`config.mk`:
```
export PLATFORM = sky130hd
export DESIGN_NAME = hazard_ctrl
export DESIGN_NICKNAME = d
export VERILOG_FILES = /design/src/rtl/hazard_ctrl_pkg.sv /design/src/rtl/hazard_stall_cnt.sv /design/src/rtl/hazard_ctrl.sv
export SDC_FILE = /design/constraint.sdc
export NUM_CORES = 1
export LEC_CHECK = 0
export BUFFER_PORTS_ARGS = -buffer_cell sky130_fd_sc_hd__buf_2
export CAP_MARGIN = 20
export CORE_MARGIN = 4
export CORE_UTILIZATION = 42
export DETAILED_ROUTE_END_ITERATION = 16
export PLACE_DENSITY = 0.75
export SYNTH_ARGS = -nofsm -noshare
export SYNTH_HDL_FRONTEND = slang
export SYNTH_HIERARCHICAL = 1
export SYNTH_SLANG_ARGS = --single-unit
```
`constraint.sdc`:
```
create_clock -name clk -period 2.19 [get_ports clk]
set_clock_uncertainty 0.1 [all_clocks]
set_input_delay 0.438 -clock clk [delete_from_list [all_inputs] [get_ports clk]]
set_output_delay 0.438 -clock clk [all_outputs]
set_load 0.05 [all_outputs]
```
`src/rtl/hazard_ctrl_pkg.sv`:
```
// Shared definitions for the pipeline hazard controller: FSM state encoding and
// the default register-specifier width.
package hazard_ctrl_pkg;

  localparam int unsigned HZ_REG_AW = 5;

  localparam logic [0:0] ST_IDLE    = 1'b0;
  localparam logic [0:0] ST_MD_BUSY = 1'b1;

  typedef enum logic [0:0] {
    IDLE    = ST_IDLE,
    MD_BUSY = ST_MD_BUSY
  } hz_state_e;

endpackage

```
`src/rtl/hazard_stall_cnt.sv`:
```
// Saturating counter of stalled cycles with synchronous clear.
module hazard_stall_cnt #(
  parameter int unsigned CNT_W = 16
) (
  input  logic             clk,
  input  logic             rst,
  input  logic             en,
  output logic [CNT_W-1:0] cnt
);

  // Holds at all-ones instead of wrapping.
  always_ff @(posedge clk) begin
    if (rst) begin
      cnt <= '0;
    end else if (en && (cnt != '1)) begin
      cnt <= cnt + CNT_W'(1);
    end
  end

endmodule

```
`src/rtl/hazard_ctrl.sv`:
```
// Pipeline hazard controller: load-use bubbles, branch squash and (with
// HAZARD_MDU_EN defined) multi-cycle multiply/divide stalls.
module hazard_ctrl
  import hazard_ctrl_pkg::*;
#(
  parameter int unsigned REG_AW = HZ_REG_AW,
  parameter int unsigned CNT_W  = 16
) (
  input  logic              clk,
  input  logic              rst,
  input  logic [REG_AW-1:0] id_rs,
  input  logic [REG_AW-1:0] id_rt,
  input  logic              id_use_rs,
  input  logic              id_use_rt,
  input  logic [REG_AW-1:0] ex_rd,
  input  logic              ex_mem_read,
  input  logic              ex_br_taken,
  input  logic              ex_md_start,
  input  logic              md_done,
  output logic              pc_stall,
  output logic              if_id_stall,
  output logic              if_id_flush,
  output logic              id_ex_stall,
  output logic              id_ex_flush,
  output logic              ex_mem_flush,
  output logic [CNT_W-1:0]  stall_cnt
);

  logic load_use;
  logic md_stall;

  // Register 0 is hard-wired, so a load targeting it never creates a dependency.
  assign load_use = ex_mem_read && (ex_rd != '0) &&
                    ((id_use_rs && (id_rs == ex_rd)) ||
                     (id_use_rt && (id_rt == ex_rd)));

`ifdef HAZARD_MDU_EN
  hz_state_e state_q;
  hz_state_e state_d;

  always_ff @(posedge clk) begin
    if (rst) begin
      state_q <= IDLE;
    end else begin
      state_q <= state_d;
    end
  end

  // A result arriving in the start cycle means no wait and no state change.
  always_comb begin
    state_d  = state_q;
    md_stall = 1'b0;
    case (state_q)
      IDLE: begin
        if (ex_md_start && !md_done) begin
          state_d  = MD_BUSY;
          md_stall = 1'b1;
        end
      end
      MD_BUSY: begin
        if (md_done) begin
          state_d = IDLE;
        end else begin
          md_stall = 1'b1;
        end
      end
      default: begin
        state_d = IDLE;
      end
    endcase
  end
`else
  logic unused_md;

  assign unused_md = ex_md_start ^ md_done;
  assign md_stall  = 1'b0;
`endif

  // Priority: multiply/divide wait, taken branch, load-use bubble.
  always_comb begin
    pc_stall     = 1'b0;
    if_id_stall  = 1'b0;
    if_id_flush  = 1'b0;
    id_ex_stall  = 1'b0;
    id_ex_flush  = 1'b0;
    ex_mem_flush = 1'b0;
    if (!rst) begin
      if (md_stall) begin
        pc_stall     = 1'b1;
        if_id_stall  = 1'b1;
        id_ex_stall  = 1'b1;
        ex_mem_flush = 1'b1;
      end else if (ex_br_taken) begin
        if_id_flush = 1'b1;
        id_ex_flush = 1'b1;
      end else if (load_use) begin
        pc_stall    = 1'b1;
        if_id_stall = 1'b1;
        id_ex_flush = 1'b1;
      end
    end
  end

  hazard_stall_cnt #(
    .CNT_W (CNT_W)
  ) u_stall_cnt (
    .clk (clk),
    .rst (rst),
    .en  (pc_stall),
    .cnt (stall_cnt)
  );

endmodule

```
Yosys cells after proc, flatten, opt, wreduce, memory -nomap -nowiden
Cells that the tools add are included.
{"block": "classes", "n_eq_ne": 3, "n_reduce_logical": 7, "add_sub_neg": 1, "n_mux": 7}
{"op": "$add A16 B1 Y16 const B", "n": 1}
{"op": "$ne A16 B16 Y1 const B", "n": 1}
{"op": "$eq A5 B5 Y1", "n": 2}
{"op": "$mux W1", "n": 7}
{"op": "$logic_and A1 B1 Y1", "n": 5}
{"op": "$reduce_bool A5 Y1", "n": 1}
{"op": "$logic_or A1 B1 Y1", "n": 1}
{"block": "totals", "output_inout_bits": 22, "input_bits": 23, "register_bits": 16}

Longest topological paths before layout
{"block": "logic_depth", "depth_word": 8, "depth_mapped": 8, "ltp_nobuf": 8}

By module
The synthesis kept the hierarchy.
{"mod": "hazard_stall_cnt", "cells_per_inst": 99, "seq_area_each_um2": 320.3, "instances": 1, "area_each_um2": 848.3}
{"mod": "hazard_ctrl", "cells_per_inst": 24, "seq_area_each_um2": 0.0, "instances": 1, "area_each_um2": 198.9}

Least setup slack after synthesis
Ideal clock, no wire load.
{"block": "synth_path", "kind": "input to register", "from": "input port ex_rd[2]", "to": "register u_stall_cnt.cnt[7]", "path_slack_ns": -0.800, "cell_stages": 8, "setup_ns": 0.070, "arrival_time_ns": 2.820, "required_ns": 2.020, "cell_sequence": "xor2_1 -> nor4_2 -> a32oi_1 -> nor3_2 -> nand2_1 -> clkbuf_1 -> or4_1 -> a21oi_1"}
{"block": "synth_via", "elab_chain_cells": 8, "word_cells_on_any_way": 12}
{"element": "start, declared", "line_no": "hazard_ctrl.sv:15", "rtl": "input logic [REG_AW-1:0] ex_rd,"}
{"element": "$eq A5 B5 Y1, on equally long branches", "line_no": "hazard_ctrl.sv:34, hazard_ctrl.sv:35"}
{"element": "$logic_and A1 B1 Y1, on equally long branches", "line_no": "hazard_ctrl.sv:34, hazard_ctrl.sv:35"}
{"element": "$logic_or A1 B1 Y1", "line_no": "hazard_ctrl.sv:34", "rtl": "((id_use_rs && (id_rs == ex_rd)) ||"}
{"element": "$logic_and A1 B1 Y1 (*)", "line_no": "hazard_ctrl.sv:33", "rtl": "assign load_use = ex_mem_read && (ex_rd != '0) &&"}
{"element": "$mux W1 (*) (3 in series)"}
{"element": "named net if_id_stall", "line_no": "hazard_ctrl.sv:21", "rtl": "output logic if_id_stall,"}
{"element": "$logic_and A1 B1 Y1 (*)", "line_no": "hazard_stall_cnt.sv:15", "rtl": "end else if (en && (cnt != '1)) begin"}
{"element": "end signal, assigned", "line_no": "hazard_stall_cnt.sv:16", "rtl": "cnt <= cnt + CNT_W'(1);"}
{"element": "end, declared", "line_no": "hazard_stall_cnt.sv:8", "rtl": "output logic [CNT_W-1:0] cnt"}
The timed path passes the listed nets; every way through them passes the cells marked *.
A chain may end at the register's enable or synchronous reset.

Final worst setup path
{"block": "layout_path", "from": "input port id_rt[2]", "to": "register u_stall_cnt.cnt[6]"}
{"block": "layout_via", "elab_chain_cells": 8}
{"element": "start, declared", "line_no": "hazard_ctrl.sv:12", "rtl": "input logic [REG_AW-1:0] id_rt,"}
{"element": "$eq A5 B5 Y1", "line_no": "hazard_ctrl.sv:35", "rtl": "(id_use_rt && (id_rt == ex_rd)));"}
{"element": "$logic_and A1 B1 Y1", "line_no": "hazard_ctrl.sv:35"}
{"element": "$logic_or A1 B1 Y1", "line_no": "hazard_ctrl.sv:34"}
{"element": "$logic_and A1 B1 Y1", "line_no": "hazard_ctrl.sv:33"}
{"element": "$mux W1", "line_no": "hazard_ctrl.sv:96", "rtl": "end else if (load_use) begin"}
{"element": "$mux W1", "line_no": "hazard_ctrl.sv:93", "rtl": "end else if (ex_br_taken) begin"}
{"element": "$mux W1", "line_no": "hazard_ctrl.sv:87", "rtl": "if (!rst) begin"}
{"element": "$logic_and A1 B1 Y1", "line_no": "hazard_stall_cnt.sv:15"}
No other way between the ends.

==> run_results.csv <==
group,metric,value,unit
clock_tree,cts.sinks,16,
placement,portBuffers,40,
yosys,synth.avg_cell_area,8.51,sq um
cells_and_area,largest_register_ffs,16,
yosys,async_reset_ff_frac,0,
drt,vias_per_cell,5.84,
worst_setup_path,worstPathArrival,2450,ps
global_route,overflow,0,
floorplan,pin_count,45,
clock_tree,cts_tree,"yes",
power_and_ir_drop,cellLeakagePower,0.679,nW
job,maxCapViolCount,0,
yosys,synth_area_leaders,"dfxtp_1 31%, xor2_1 6.7%, or4_1 5.7%, a21oi_1 4.8%, o31ai_1 4.3%",
drt,drc,0,
yosys,yosys.area.top_type,"dfxtp_1",
worst_setup_path,end_kind,"flip-flop",
floorplan,die_y,57.9,microns
clock_tree,holdBufCountCts,0,
floorplan,die_area,0.00336,sq mm
sta,timing.final.crit_share,1.06,
clock_tree,cts_buffers,3,
cells_and_area,top_regs,"u_stall_cnt/cnt x16",
worst_setup_path,max_stage_delay,350,ps
sta,whs,445,ps
drt,drtIter0Drc,35,
drt,topRoutingLayerUsed,"met4",
floorplan,core,0.00230,sq mm
sta,relSlewSlack,0.585,
worst_setup_path,path_delay_family,"simple AND/OR/NAND/NOR gates",
placement,dp_slack,-379,ps
clock_tree,htree_levels,1,
drt,wl_met1,1.41,mm
worst_setup_path,crit_type,"primary input to flip-flop",
cells_and_area,nets,204,
worst_setup_path,rrSetupSlack,90,ps
floorplan,die_x,57.9,microns
worst_setup_path,r2r-end,"u_stall_cnt/cnt[5]",
cells_and_area,syn_to_final_growth,59.0,%
min_path,hold-path-endpoint,"u_stall_cnt/cnt[1]",
clock_tree,cts.reportedPaths.clkPinSlew,90,ps
sta,tightest_slew,618,ps
worst_setup_path,path_common_cell,"buf_6",
clock_tree,cts_buffer_depth,2,
cells_and_area,antennaDiodeCount,0,
drt,vias,1209,
worst_setup_path,cp.required,2320,ps
run_status,status,"complete, but fails checks",
placement,routabilityCongestion,0.782,
clock_tree,clock_latency,300,ps
drt,antenna_left,0,
yosys,synth_edf_count,0,
cells_and_area,top_register,"u_stall_cnt/cnt",
global_route,grtUsageTotal,0.198,
yosys,yosysTopAreaCellShare,0.306,
cells_and_area,final_area,0.00167,sq mm
yosys,ys_seq_elements,16,
drt,wl_per_cell,16.1,microns
yosys,yosys_warnings,6,
sta,fmax,430,MHz
sta,slew_violations,0,
placement,placed_cell_area,0.00136,sq mm
yosys,synth_area,0.00105,sq mm
cells_and_area,drive_gt1_frac,0.575,
sta,rsz0062_at_grt,"true",
worst_setup_path,cpMaxStageDelayCell,"or3_1",
worst_setup_path,cp.buffers_inverters,2,
yosys,ys_seq_area_frac,0.306,
sta,postLayoutSetupSlackWorst,-135,ps
yosys,syn_inst,123,
min_path,min_path_cells,2,
min_path,min-delay-start,"u_stall_cnt/cnt[1]",
drt,wl,3.34,mm
sta,report.final.hold_viol_count,0,
drt,dr_wl_met2,1.70,mm
floorplan,rows,17,
global_route,grt_pass1_vias,1149,
worst_setup_path,timing.rr.start,"u_stall_cnt/cnt[13]",
sta,finalSetupTns,-752,ps
placement,dp_hpwl,2.17,mm
sta,finalSetupViolations,14,
worst_setup_path,crit_path_max_fanout,5,
global_route,antenna_found_initial,0,
floorplan,start_util,0.456,
clock_tree,root_buffer,"clkbuf_4",
global_route,grt_first_pass_wirelength,5.28,mm
yosys,yosys.cell_types.count,41,
sta,min_period,2320,ps
global_route,grt_max_degree,19,
worst_setup_path,r2r_cells,5,
drt,met3_wirelength,172,microns
min_path,hp-class,"flip-flop to flip-flop",
worst_setup_path,critPathLaunchType,"primary input",
yosys,synth-main-ff-cell,"dfxtp_1",
power_and_ir_drop,power_density,355,mW/mm^2
worst_setup_path,worstPathCellList,"buf_6, xor2_2, nor4_2, a32oi_2, nor3_4, buf_6, and4_4, o41ai_2, or3_1, a21oi_2",
drt,drt-pass1-iter-count,4,
power_and_ir_drop,max-vdd-ir-drop,0.302,mV
run_status,violations,"setup timing",
report_power, final:
| part | internal (W) | total [W] | switching (W) |
|---|---|---|---|
| Sequential | 0.000291 | 0.000291 | 0.000000153 |
| Clock | 0.000101 | 0.000203 | 0.000102 |
| Combinational | 0.0000426 | 0.0000967 | 0.0000541 |
| Total | 0.000435 | 0.000591 | 0.000156 |
cell type report:
cell class	count	area, sq um
timing repair buffer	58	395
tap	28	35.0
sequential	16	320
clock buffer	4	36.3
fill	150	632
multi-input combinational	98	867
inverter	3	11.3
what timing repair did:
item,in CTS,in global routing
setup endpoints to repair,12,17
resized for setup,24,25
pin swaps,11,4
setup buffers,4,2
gates cloned,1,0
stage by stage:
| step | std cells | util | power, W |
|---|---|---|---|
| 3_3_place_gp | 196 | 0.593 | 0.000375 |
| 6_report | 207 | 0.725 | 0.000591 |
| 3_5_place_dp | 196 | 0.593 | 0.000378 |
| 5_1_grt | 207 | 0.725 | 0.000619 |
| 4_1_cts | 205 | 0.669 | 0.000592 |
| 2_1_floorplan | 124 | - | 0.000345 |
worst min-delay path: stages (launching register included):
cell,delay (ps)
dfxtp_1,350
o21ai_0,80
a21oi_1,70
cell usage in the layout (no fill, tap or decap), types with 3 or more instances in the layout:
cell type,instances
dfxtp_1,16
xnor2_1,3
a21oi_1,4
a21oi_2,6
nand2_1,4
nand3_1,6
clkbuf_4,3
or4_4,6
buf_4,14
or3_1,3
o31ai_1,3
nand4_1,3
xor2_1,6
buf_2,34
nor2_1,6
nor4_2,4
o21ai_0,4
buf_6,8
worst max path at each step:
| stage | slack (ps) | from | to | depth (start not counted) |
|---|---|---|---|---|
| 3_5_place_dp | -380 | ex_rd[0] | u_stall_cnt/cnt[11] | 8 |
| 5_1_grt | -200 | id_rt[2] | u_stall_cnt/cnt[6] | 10 |
| 4_1_cts | -90 | id_rt[2] | pc_stall | 7 |
| 6_report | -130 | id_rt[2] | u_stall_cnt/cnt[6] | 10 |
| 3_3_place_gp | -300 | ex_rd[3] | u_stall_cnt/cnt[11] | 8 |
| 2_1_floorplan | -490 | ex_rd[0] | u_stall_cnt/cnt[11] | 7 |
cells by family after synthesis:
group	count (synthesis)	share of synthesized area
AO/OA/AOI/OAI	26	0.158
XOR/XNOR	12	0.100
adder cells (fa/ha/maj)	1	0.0119
buffers and inverters	10	0.0478
flip-flops	16	0.306
multiplexers	2	0.0203
other	1	0.00358
AND/OR/NAND/NOR	55	0.352
cell usage after synthesis, types with 2 or more instances:
cell type	number
a21oi_1	10
inv_1	3
xnor2_1	4
or4_1	8
nor2_1	6
clkbuf_1	2
nand3_1	6
o21ai_0	4
nor3_1	4
nand4_1	3
or3_1	3
o31ai_1	6
and4_1	3
buf_4	3
nand2_1	6
dfxtp_1	16
xor2_1	8
nor4_1	3
nor2b_1	3
per-layer routing:
layer | vias up | GRT usage
li1 | 576 | -
met5 | - | 0
met4 | 0 | 0.0497
met3 | 7 | 0.0512
met1 | 593 | 0.245
met2 | 33 | 0.340
(Power assumes the default switching activity.)
